File: src/rtl/instr_fetch.sv
// -----------------------------------------------------------------------------
// instr_fetch
// Small instruction store plus sequential fetch engine.
//
// A register-based program memory of DEPTH words is loaded while the engine is
// idle. A run pulse starts fetching from word 0. Every unstalled edge presents
// one word on instruction/pc with valid=1 and moves the fetch pointer either to
// the next word or to jump_addr. Any word whose two MSBs are 2'b11 is a stop
// word: it is shown for one cycle and the engine then parks in HALT.
//
// Ports
//   clk         rising-edge clock
//   clear       asynchronous active-high reset (also fills memory with STOP)
//   prog_we     program-write strobe (honoured only in IDLE)
//   prog_addr   program-write address (writes at or beyond DEPTH are dropped)
//   prog_data   program-write data
//   run         start-fetch pulse (honoured in IDLE and HALT)
//   stall       hold the current fetch
//   jump        redirect the fetch pointer to jump_addr
//   jump_addr   redirect target
//   instruction registered fetched word
//   pc          address of the word on instruction
//   valid       instruction holds a freshly fetched word this cycle
//   halted      a stop word has been fetched and retired
// -----------------------------------------------------------------------------
module instr_fetch #(
  parameter int WIDTH  = 8,
  parameter int DEPTH  = 32,
  parameter int ADDR_W = 8
) (
  input  logic              clk,
  input  logic              clear,
  input  logic              prog_we,
  input  logic [ADDR_W-1:0] prog_addr,
  input  logic [WIDTH-1:0]  prog_data,
  input  logic              run,
  input  logic              stall,
  input  logic              jump,
  input  logic [ADDR_W-1:0] jump_addr,
  output logic [WIDTH-1:0]  instruction,
  output logic [ADDR_W-1:0] pc,
  output logic              valid,
  output logic              halted
);

  localparam int IDX_W = (DEPTH > 1) ? $clog2(DEPTH) : 1;
  localparam logic [WIDTH-1:0] STOP_WORD = {2'b11, {(WIDTH-2){1'b0}}};
  // DEPTH widened by one bit so pointer/address range checks never overflow.
  localparam logic [ADDR_W:0] DEPTH_LIM = (ADDR_W+1)'(DEPTH);

  typedef enum logic [1:0] {
    IDLE  = 2'd0,
    FETCH = 2'd1,
    HALT  = 2'd2
  } state_t;

  state_t            state_reg, state_next;
  logic [ADDR_W-1:0] fp_reg, fp_next;
  logic [WIDTH-1:0]  instr_next;
  logic [ADDR_W-1:0] pc_next;
  logic              valid_next;
  logic              halted_next;

  logic [WIDTH-1:0]  mem [DEPTH];
  logic              prog_ok;
  logic              fp_in_range;
  logic              shown_stop;
  logic [WIDTH-1:0]  fetch_word;

  assign prog_ok     = prog_we && (state_reg == IDLE) && ({1'b0, prog_addr} < DEPTH_LIM);
  assign fp_in_range = ({1'b0, fp_reg} < DEPTH_LIM);
  // Past the end of the store the engine sees a stop word, so running off the
  // end of a program terminates cleanly instead of wrapping to word 0.
  assign fetch_word  = fp_in_range ? mem[fp_reg[IDX_W-1:0]] : STOP_WORD;
  assign shown_stop  = valid && (instruction[WIDTH-1 -: 2] == 2'b11);

  // Program store. Clear fills every word with STOP so an unprogrammed run
  // halts on its first fetch.
  always_ff @(posedge clk or posedge clear) begin
    if (clear) begin
      for (int i = 0; i < DEPTH; i++) begin
        mem[i] <= STOP_WORD;
      end
    end else if (prog_ok) begin
      mem[prog_addr[IDX_W-1:0]] <= prog_data;
    end
  end

  // State and output registers.
  always_ff @(posedge clk or posedge clear) begin
    if (clear) begin
      state_reg   <= IDLE;
      fp_reg      <= '0;
      instruction <= '0;
      pc          <= '0;
      valid       <= 1'b0;
      halted      <= 1'b0;
    end else begin
      state_reg   <= state_next;
      fp_reg      <= fp_next;
      instruction <= instr_next;
      pc          <= pc_next;
      valid       <= valid_next;
      halted      <= halted_next;
    end
  end

  always_comb begin
    state_next  = state_reg;
    fp_next     = fp_reg;
    instr_next  = instruction;
    pc_next     = pc;
    valid_next  = valid;
    halted_next = halted;

    case (state_reg)
      IDLE, HALT: begin
        valid_next = 1'b0;
        if (run) begin
          state_next  = FETCH;
          fp_next     = '0;
          halted_next = 1'b0;
        end
      end

      FETCH: begin
        // A stop word already on the outputs retires the run on this edge,
        // whatever the consumer is asking for.
        if (shown_stop) begin
          state_next  = HALT;
          valid_next  = 1'b0;
          halted_next = 1'b1;
        end else if (!stall) begin
          instr_next = fetch_word;
          pc_next    = fp_reg;
          valid_next = 1'b1;
          if (jump) begin
            fp_next = jump_addr;
          end else if (fp_reg != '1) begin
            // Saturate rather than wrap at the top of the address space.
            fp_next = fp_reg + ADDR_W'(1);
          end
        end
      end

      default: begin
        state_next = IDLE;
        valid_next = 1'b0;
      end
    endcase
  end

endmodule

File: config.mk
export PLATFORM = sky130hd
export DESIGN_NAME = instr_fetch
export DESIGN_NICKNAME = d
export VERILOG_FILES = /design/src/rtl/instr_fetch.sv
export SDC_FILE = /design/constraint.sdc
export NUM_CORES = 1
export LEC_CHECK = 0
export ABC_AREA = 0
export BUFFER_PORTS_ARGS = -buffer_cell sky130_fd_sc_hd__buf_4
export CORE_MARGIN = 1
export CORE_UTILIZATION = 62
export DETAILED_ROUTE_END_ITERATION = 8
export GPL_TIMING_DRIVEN = 0
export PLACE_DENSITY = 0.8
export SYNTH_ARGS = -nofsm -noshare
export SYNTH_HDL_FRONTEND = slang
export SYNTH_SLANG_ARGS = --single-unit
File: constraint.sdc
create_clock -name clk -period 9.9 [get_ports clk]
set_input_delay 1.485 -clock clk [delete_from_list [all_inputs] [get_ports clk]]
set_output_delay 1.485 -clock clk [all_outputs]
set_load 0.02 [all_outputs]
==> results.yml, run 1 <==
die:
  die_w_um: 149
  initial_core_util_pct: 63.3
  rows: 53
  num_io_pins: 48
  core_mm2: 0.0210
  die_y_um: 149
  die_area_mm2: 0.0221
yosys:
  synth_fp_nets: 956
  synth_area_leaders: "dfrtp_1 (41%), mux2_2 (21%), dfstp_2 (13%), mux4_2 (8.3%), mux2i_1 (2.9%)"
  yosysWarnings: 0
  syn-instance-count: 925
  ys_types: 56
  synth_largest_area_cell: "dfrtp_1"
  ys.flop_type: "dfrtp_1"
  postSynthAreaPerCell_um2: 14.4
  yosysTopAreaCellShare_pct: 41.4
  async_reset_ff_share_pct: 100
  ys_ff_latch: 284
  ys_seq_area_share_pct: 54.0
  synth_edf_count: 0
  syn_area_mm2: 0.0133
min_path:
  hp-class: "flop to flop"
  hold_depth: 2
drt:
  num_vias: 8504
  highest_layer: "met4"
  viasPerCell: 6.53
  wl_met1_um: 14000
  wl_met3_um: 2350
  wl_per_cell_um: 26.4
  met2_wirelength_um: 17000
  drc: 0
  dr.pass1.iters: 5
  drt_iter0_markers: 694
  postRouteAntennaNets: 0
  wirelength_um: 34400
place:
  gp_congestion: 0.875
  dp_hpwl_um: 23600
  port_buffers: 45
timing:
  setup_viol: 0
  max_freq_mhz: 294
  rsz0062_at_grt: "false"
  period_needed_ps: 3410
  max_slew_margin_pct: 29.0
  setup-tns-final_ps: 0
  hold_viol: 0
  drv_slew: 0
  fin_skew_ps: 9.30
  worst_slew_pin_slew_ps: 1070
  final_min_period_over_clock_period_pct: 34.4
clock_tree:
  cts.sink_count: 284
  cts.clk_slew.worst_paths_ps: 60
  cts_tree: "done"
  h-tree-depth: 1
  insertion_delay_ps: 550
  numCtsBuffers: 30
  cts_buffer_depth: 3
  root_buffer: "clkbuf_16"
  cts_resized: 0
  cts_setup_buffers: 0
  hold_buffers: 0
power:
  vdd_drop_max_uv: 149
  cellPowerDensity_mw_per_mm2: 215
  p_leak_nw: 6.99
critical_path:
  worstSetupPathType: "input port to flop"
  required_ps: 10330
  worstPathArrival_ps: 3840
  reg2reg_depth: 7
  endpoint_kind: "flop"
  crit_fanout: 8
  startpoint_type: "input port"
final_layout:
  nets: 1035
  top_register: "mem"
  largest_register_ffs: 256
  antennaDiodeCount: 0
  area_delta_synth_final_pct: 13.1
  utilization_pct: 71.6
  fill_cells: 1395
  drive_gt1_share_pct: 50.7
grt:
  grt-ovfl-total: 0
  grt_pass1_vias: 9014
  grt_max_degree: 127
  grt_pass1_wl_um: 53900
  antenna_found_initial: 0
  gr-usage-all-layers_pct: 33.2
status:
  status: "finished, final reports clean"
run:
  drv_cap: 0
[report_power, final]
group          switching, mW  leakage, nW  internal, mW
sequential            0.0647         3.69          1.26
clock                  0.455        0.499         0.665
combinational          0.496         2.80         0.293
[synthesized netlist by cell type, types with 7 or more instances]
cell	n
mux2_2	246
dfstp_2	64
nor3_1	8
mux4_2	49
mux2i_1	38
o21ai_0	13
a21oi_1	16
buf_2	11
nor2b_1	7
nand2_2	21
nor2_1	18
a22oi_1	10
mux2_4	8
dfrtp_1	220
clkbuf_1	44
o221ai_1	8
nor2_2	8
nand3_1	10
nand2_1	44
[cell families (layout without fill, tap and decap cells)]
logic type / Yosys count / after routing / synth area share [%]
simple gates: 153 / 153 / 6.43
xor+xnor: 5 / 5 / 0.329
mux: 345 / 345 / 33.2
buf+inv: 69 / 171 / 2.43
fa+ha+maj: 1 / 1 / 0.0940
compound gates: 68 / 68 / 3.51
flops: 284 / 284 / 54.0
[area by class of cell]
type,count,area (µm²),area share [%]
Buffer,65,308,2.05
Clock buffer,47,926,6.15
Clock inverter,8,71.3,0.474
Inverter,4,22.5,0.150
Multi-Input combinational cell,572,5800,38.5
Sequential cell,284,7190,47.8
Tap cell,275,344,2.29
Timing Repair Buffer,47,393,2.61
[routing by layer]
layer	track usage, %	up-vias
li1	-	3561
met1	44.4	4528
met2	54.5	344
met3	6.07	71
met4	12.1	0
met5	0	-
[worst paths after layout]
kind | slack (ps) | endpoint | start
max | 6490 | mem[44] | prog_addr[6]
max reg2reg | 6760 | instruction[5] | fp_reg[1]
max in group asynchronous | 7510 | mem[124] | clear
min in group asynchronous | 980 | mem[221] | clear
min reg2reg | 480 | pc[3] | pc[3]
min | 480 | pc[3] | pc[3]
[placed cells by master (no fill, tap or decap), types with 11 or more instances in the layout]
cell type  netlist  final
mux2_2         246    246
nand2_1         44     44
clkbuf_1        44     51
dfstp_2         64     64
buf_2           11     11
a21oi_1         16     16
o21ai_0         13     13
nor2_1          18     18
nand2_2         21     21
clkbuf_16        0     31
dfrtp_1        220    220
mux4_2          49     49
mux2i_1         38     38
buf_4            3     48
[critical path: stages]
cell and delay (ps):
buf_4 110, or4b_4 530, nor3_4 370, nand3b_2 250
nor2_2 660, mux2_2 410
[metrics by stage]
| stage | setup WS [ps] | hold slack [ps] | cells | power, mW | instance area (µm²) |
|---|---|---|---|---|---|
| floorplan | 685 | 459 | 925 | 1.84 | 13300 |
| global placement | -2220 | 462 | 1245 | 2.10 | 14000 |
| detailed placement | 6000 | 468 | 1247 | 2.12 | 14100 |
| CTS | 6550 | 483 | 1302 | 3.24 | 15000 |
| global route | 6490 | 503 | 1302 | 3.36 | 15000 |
| finish | 6490 | 477 | 1302 | 3.23 | 15000 |
No activity file was read; power rests on OpenSTA's default activity.
==> run 2, diff against run 1 <==
- CORE_UTILIZATION: 62 -> 56
- PLACE_DENSITY: 0.8 -> 0.76
- clock period: 9.9 -> 2.9 ns (I/O delays scaled with it)
==> run 2 against run 1 <==
Clock skew up 1.1 ps. Sequential share of layout area down 0.51 points. First-iteration DRC count up 11%. Critical path type is now flop to flop. Worst hold slack worse by 400 ps. Register-to-register slack worse by 6700 ps. Flip-flop and latch count unchanged. Wire length up 3.6%. Global-route usage down 2.5 points. Cell count up 3.9%. Largest cell class unchanged. Critical endpoint is now instruction[2].
==> results.yml, run 2 (synthesis gave the netlist of run 1 again) <==
clock_tree:
  cts_tree: "done"
  root_buffer: "clkbuf_16"
  cts.sink_count: 284
  insertion_delay_ps: 560
  cts.clk_slew.worst_paths_ps: 60
  cts_buffer_depth: 3
  cts_setup_buffers: 0
  h-tree-depth: 1
  numCtsBuffers: 30
drt:
  wl_met1_um: 14900
  drt_iter0_markers: 771
  wl_met3_um: 2610
  dr.pass1.iters: 5
  drc: 0
  viasPerCell: 6.31
  highest_layer: "met5"
  num_vias: 8531
  postRouteAntennaNets: 0
  wl_per_cell_um: 26.4
  met2_wirelength_um: 16400
  wirelength_um: 35700
critical_path:
  r2r_slack_ps: 50
  worstSetupPathType: "flop to flop"
  crit_chain: "clkbuf_1, clkbuf_1, nor2_1, a22oi_1, nand2_1, a32o_1"
  reg2reg_depth: 6
  crit_slowest_cell: "nor2_1"
  startpoint_type: "flop"
  worstReg2RegEnd: "instruction[2]"
  required_ps: 3390
  endpoint_kind: "flop"
  crit_fanout: 10
  cp_common_cell: "clkbuf_1"
  endpoint: "instruction[2]"
  crit_start: "fp_reg[3]"
  worstPathArrival_ps: 3340
  rr_startpoint: "fp_reg[3]"
  crit_path_max_incr_delay_ps: 980
final_layout:
  drive_gt1_share_pct: 51.1
  area_delta_synth_final_pct: 14.3
  utilization_pct: 65.0
  nets: 1041
  finish.instance_area_mm2: 0.0152
  antennaDiodeCount: 0
  final_common_cell: "mux2_2"
  final_cells: 1353
  top_register: "mem"
  largest_register_ffs: 256
  mostFrequentLayoutCells: "mux2_2 (246), dfrtp_1 (220), dfstp_2 (64)"
die:
  die_w_um: 156
  core_mm2: 0.0234
  die_area_mm2: 0.0244
  initial_core_util_pct: 56.9
  rows: 56
  die_y_um: 156
  num_io_pins: 48
grt:
  antenna_found_initial: 1
  grt_max_degree: 44
  grt-ovfl-total: 0
  gr-usage-all-layers_pct: 30.7
  grt_pass1_wl_um: 54300
  grt_pass1_vias: 8848
timing:
  fin_ws_ps: 51.4
  max_slew_margin_pct: 20.2
  final_min_period_over_clock_period_pct: 98.2
  fin_skew_ps: 10.4
  worst_slew_pin_slew_ps: 1190
  fin_hold_ws_ps: 75.0
  hold_viol: 0
  max_freq_mhz: 351
  period_needed_ps: 2850
  setup_viol: 0
  setup-tns-final_ps: 0
  rsz0062_at_grt: "false"
  drv_slew: 0
power:
  vdd_drop_max_uv: 487
  power_mw: 11.2
  p_leak_nw: 7.04
  cellPowerDensity_mw_per_mm2: 735
place:
  gp_congestion: 0.874
  dp_hpwl_um: 24200
  post-place-cells: 1296
  placed_area_mm2: 0.0142
  port_buffers: 45
  dpl_worst_slack_ps: -224
status:
  status: "finished, final reports clean"
run:
  drv_cap: 0
min_path:
  hp-class: "input port to flop"
-- run 2: cell count changes in the layout (fill, tap and decap cells not counted), sizes merged --
| cell | delta |
|---|---|
| buf | +3 |
| bufinv | +1 |
| clkbuf | +3 |
| clkinvlp | +1 |
| dlygate4sd3 | +1 |
| inv | -2 |
-- run 2: critical path, delay by kind of cell (launching register included) --
| kind | cells | cell delay [ps] |
|---|---|---|
| DFF | 1 | 380 |
| buffers and inverters | 2 | 630 |
| AOI/OAI and AO/OA | 2 | 560 |
| and+or+nand+nor | 2 | 1200 |
-- run 2: layout make-up --
| class | count | area, µm² |
|---|---|---|
| plain buffers | 65 | 318 |
| clock buffers | 48 | 910 |
| clock inverters | 8 | 93.8 |
| fillers | 1748 | 8190 |
| inverters | 4 | 18.8 |
| multi-input cells | 572 | 5800 |
| flip-flops and latches | 284 | 7190 |
| well taps | 319 | 399 |
| repair buffers | 53 | 488 |
-- run 2: timing repair --
action                     in CTS  in global routing
resized for setup               2                  7
pin swaps                       0                  0
setup endpoints to repair       6                  3
hold endpoints to repair       15                  0
hold buffers                    1                  0
-- run 2: where the power goes --
group / switching, mW / internal (mW) / total, mW / leakage (nW)
Clock: 1.55 / 2.31 / 3.87 / 0.496
Combinational: 1.79 / 1.02 / 2.80 / 2.85
Sequential: 0.206 / 4.30 / 4.51 / 3.69
Total: 3.54 / 7.63 / 11.2 / 7.04
-- run 2: worst min path at each step --
stage               slack [ps]  startpoint  cells past startpoint  endpoint
floorplan                  460    mem[106]                      1  mem[106]
global placement           460       pc[5]                      2     pc[5]
detailed placement         470       pc[2]                      2     pc[2]
CTS                         70       stall                      2     valid
global route                80       stall                      2     valid
finish                      70       stall                      2     valid
-- run 2: layer usage --
metal / track usage (%) / vias up
li1: - / 3579
met1: 43.4 / 4511
met2: 46.6 / 339
met3: 5.61 / 100
met4: 13.9 / 2
met5: 0 / -
==> run 3, diff against run 2 <==
- CORE_MARGIN: 1 -> 5
==> run 3 against run 2 <==
Clock skew shrank 0.93 ps. Setup slack improved by 130 ps. Clock power is 7.2% higher. Count of clock-buffer cells in the layout is 2 lower. Total power grew 1.8%. Fmax up 4.7%. Final area rose by 0.49%. Via count decreased by 1.7%. Combinational power decreased by 3%. Critical path depth is 3 higher. Non-clock buffer count stayed put. Highest routed layer is now met4.
==> results.yml, run 3 (synthesis gave the netlist of run 1 again) <==
run:
  drv_cap: 0
critical_path:
  r2r_slack_ps: 180
  crit_fanout: 10
  worstPathArrival_ps: 3160
  reg2reg_depth: 9
  rr_startpoint: "fp_reg[0]"
  required_ps: 3340
  endpoint_kind: "flop"
  worstReg2RegEnd: "instruction[2]"
  worstSetupPathType: "flop to flop"
  startpoint_type: "flop"
power:
  vdd_drop_max_uv: 460
  power_switching_mw: 3.47
  comb_power_share_pct: 23.8
  power_mw: 11.4
  p_int_mw: 7.91
  power_frac_seq_pct: 39.6
  sw_frac_of_total_pct: 30.5
  p_leak_nw: 7.08
  clkPwrFrac_pct: 36.5
  cellPowerDensity_mw_per_mm2: 744
final_layout:
  nets: 1041
  finish.instance_area_mm2: 0.0153
  final_common_cell: "mux2_2"
  antennaDiodeCount: 0
  area_delta_synth_final_pct: 14.9
  top_register: "mem"
  drive_gt1_share_pct: 51.1
  mostFrequentLayoutCells: "mux2_2 (246), dfrtp_1 (220), dfstp_2 (64)"
  largest_register_ffs: 256
die:
  core_mm2: 0.0234
  die_w_um: 164
  num_io_pins: 48
  die_area_mm2: 0.0269
  die_y_um: 164
  initial_core_util_pct: 56.9
  rows: 56
drt:
  met2_wirelength_um: 15700
  drc: 0
  viasPerCell: 6.20
  wl_met3_um: 2300
  wl_met1_um: 14700
  postRouteAntennaNets: 0
  dr.pass1.iters: 5
  highest_layer: "met4"
  drt_iter0_markers: 685
  num_vias: 8386
  wl_per_cell_um: 25.1
  wirelength_um: 33900
timing:
  drv_slew: 0
  setup_viol: 0
  period_needed_ps: 2720
  rsz0062_at_grt: "false"
  max_slew_margin_pct: 31.2
  fin_skew_ps: 9.44
  worst_slew_pin_slew_ps: 1030
  max_freq_mhz: 368
  final_min_period_over_clock_period_pct: 93.8
  hold_viol: 0
place:
  dp_hpwl_um: 23900
  port_buffers: 45
  gp_congestion: 0.867
  placed_area_mm2: 0.0142
clock_tree:
  cts_tree: "done"
  cts.clk_slew.worst_paths_ps: 60
  numCtsBuffers: 30
  root_buffer: "clkbuf_16"
  cts_setup_buffers: 0
  h-tree-depth: 1
  insertion_delay_ps: 550
  cts_buffer_depth: 3
  cts.sink_count: 284
min_path:
  hp-class: "input port to flop"
  hold_depth: 2
  worstHoldStart: "stall"
  holdPathEnd: "valid"
grt:
  gr-usage-all-layers_pct: 26.0
  grt-ovfl-total: 0
  antenna_found_initial: 0
  grt_pass1_vias: 8839
  grt_max_degree: 45
  grt_pass1_wl_um: 52900
status:
  status: "finished, final reports clean"
## run 3: cell types whose count changed in the layout (fill, tap and decap cells not counted), sizes merged
cell    change
bufinv      +3
clkbuf      -4
buf         +2
clkinv      -1
## run 3: metrics by stage
| stage | setup TNS (ps) | setup WS (ps) | cells | hold slack [ps] | utilization (%) |
|---|---|---|---|---|---|
| 2_1_floorplan | -290560 | -1250 | 925 | 459 | - |
| 3_3_place_gp | -728540 | -2910 | 1289 | 464 | 60.0 |
| 3_5_place_dp | -585 | -182 | 1296 | 464 | 60.6 |
| 4_1_cts | 0 | 125 | 1353 | 69.3 | 65.3 |
| 5_1_grt | 0 | 53.4 | 1353 | 79.2 | 65.3 |
| 6_report | 0 | 179 | 1353 | 89.2 | 65.3 |
## run 3: power by group through the flow
stage / Clock [mW] / Sequential (mW) / Combinational [mW]
detailed placement: 0 / 4.57 / 2.68
CTS: 4.20 / 4.51 / 2.69
floorplan: 0 / 4.62 / 1.65
global placement: 0 / 4.56 / 2.62
finish: 4.15 / 4.51 / 2.71
global route: 4.36 / 4.54 / 2.88
## run 3: layout make-up
cell class                 count  area [µm²]
tap                          319         399
clock buffer                  46         912
sequential                   284        7190
buffer                        65         310
multi-input combinational    572        5800
timing repair buffer          53         488
fill                        1729        8120
clock inverter                10         174
inverter                       4        18.8
## run 3: worst max-delay path: stages, from the launching register on
cell      delay, ps
dfrtp_1         350
clkbuf_2        220
buf_6           220
buf_4           290
buf_4           360
mux2i_1         330
o221ai_1        170
a21oi_1         250
nand2_1         150
a32o_1          280
## run 3: per-layer routing
metal,GRT usage (%),vias to the layer above
li1,-,3589
met1,36.8,4391
met2,41.0,321
met3,4.47,85
met4,9.49,0
met5,0,-
## run 3: repair_timing
item                       4_1_cts  5_1_grt
gates cloned                     0        0
hold buffers                     1        0
setup endpoints to repair        5        1
hold endpoints to repair        19        0
resized for setup                1        2
## run 3: worst max path at each step
| stage | start | end | slack, ps | cells past startpoint |
|---|---|---|---|---|
| final | fp_reg[0] | instruction[2] | 180 | 9 |
| after global routing | fp_reg[0] | instruction[2] | 50 | 9 |
| after CTS | fp_reg[1] | instruction[5] | 130 | 7 |
| after detailed placement | fp_reg[1] | instruction[5] | -180 | 7 |
| after global placement | clear | mem[123] | -2910 | 2 |
| after floorplan | clear | fp_reg[0] | -1250 | 1 |
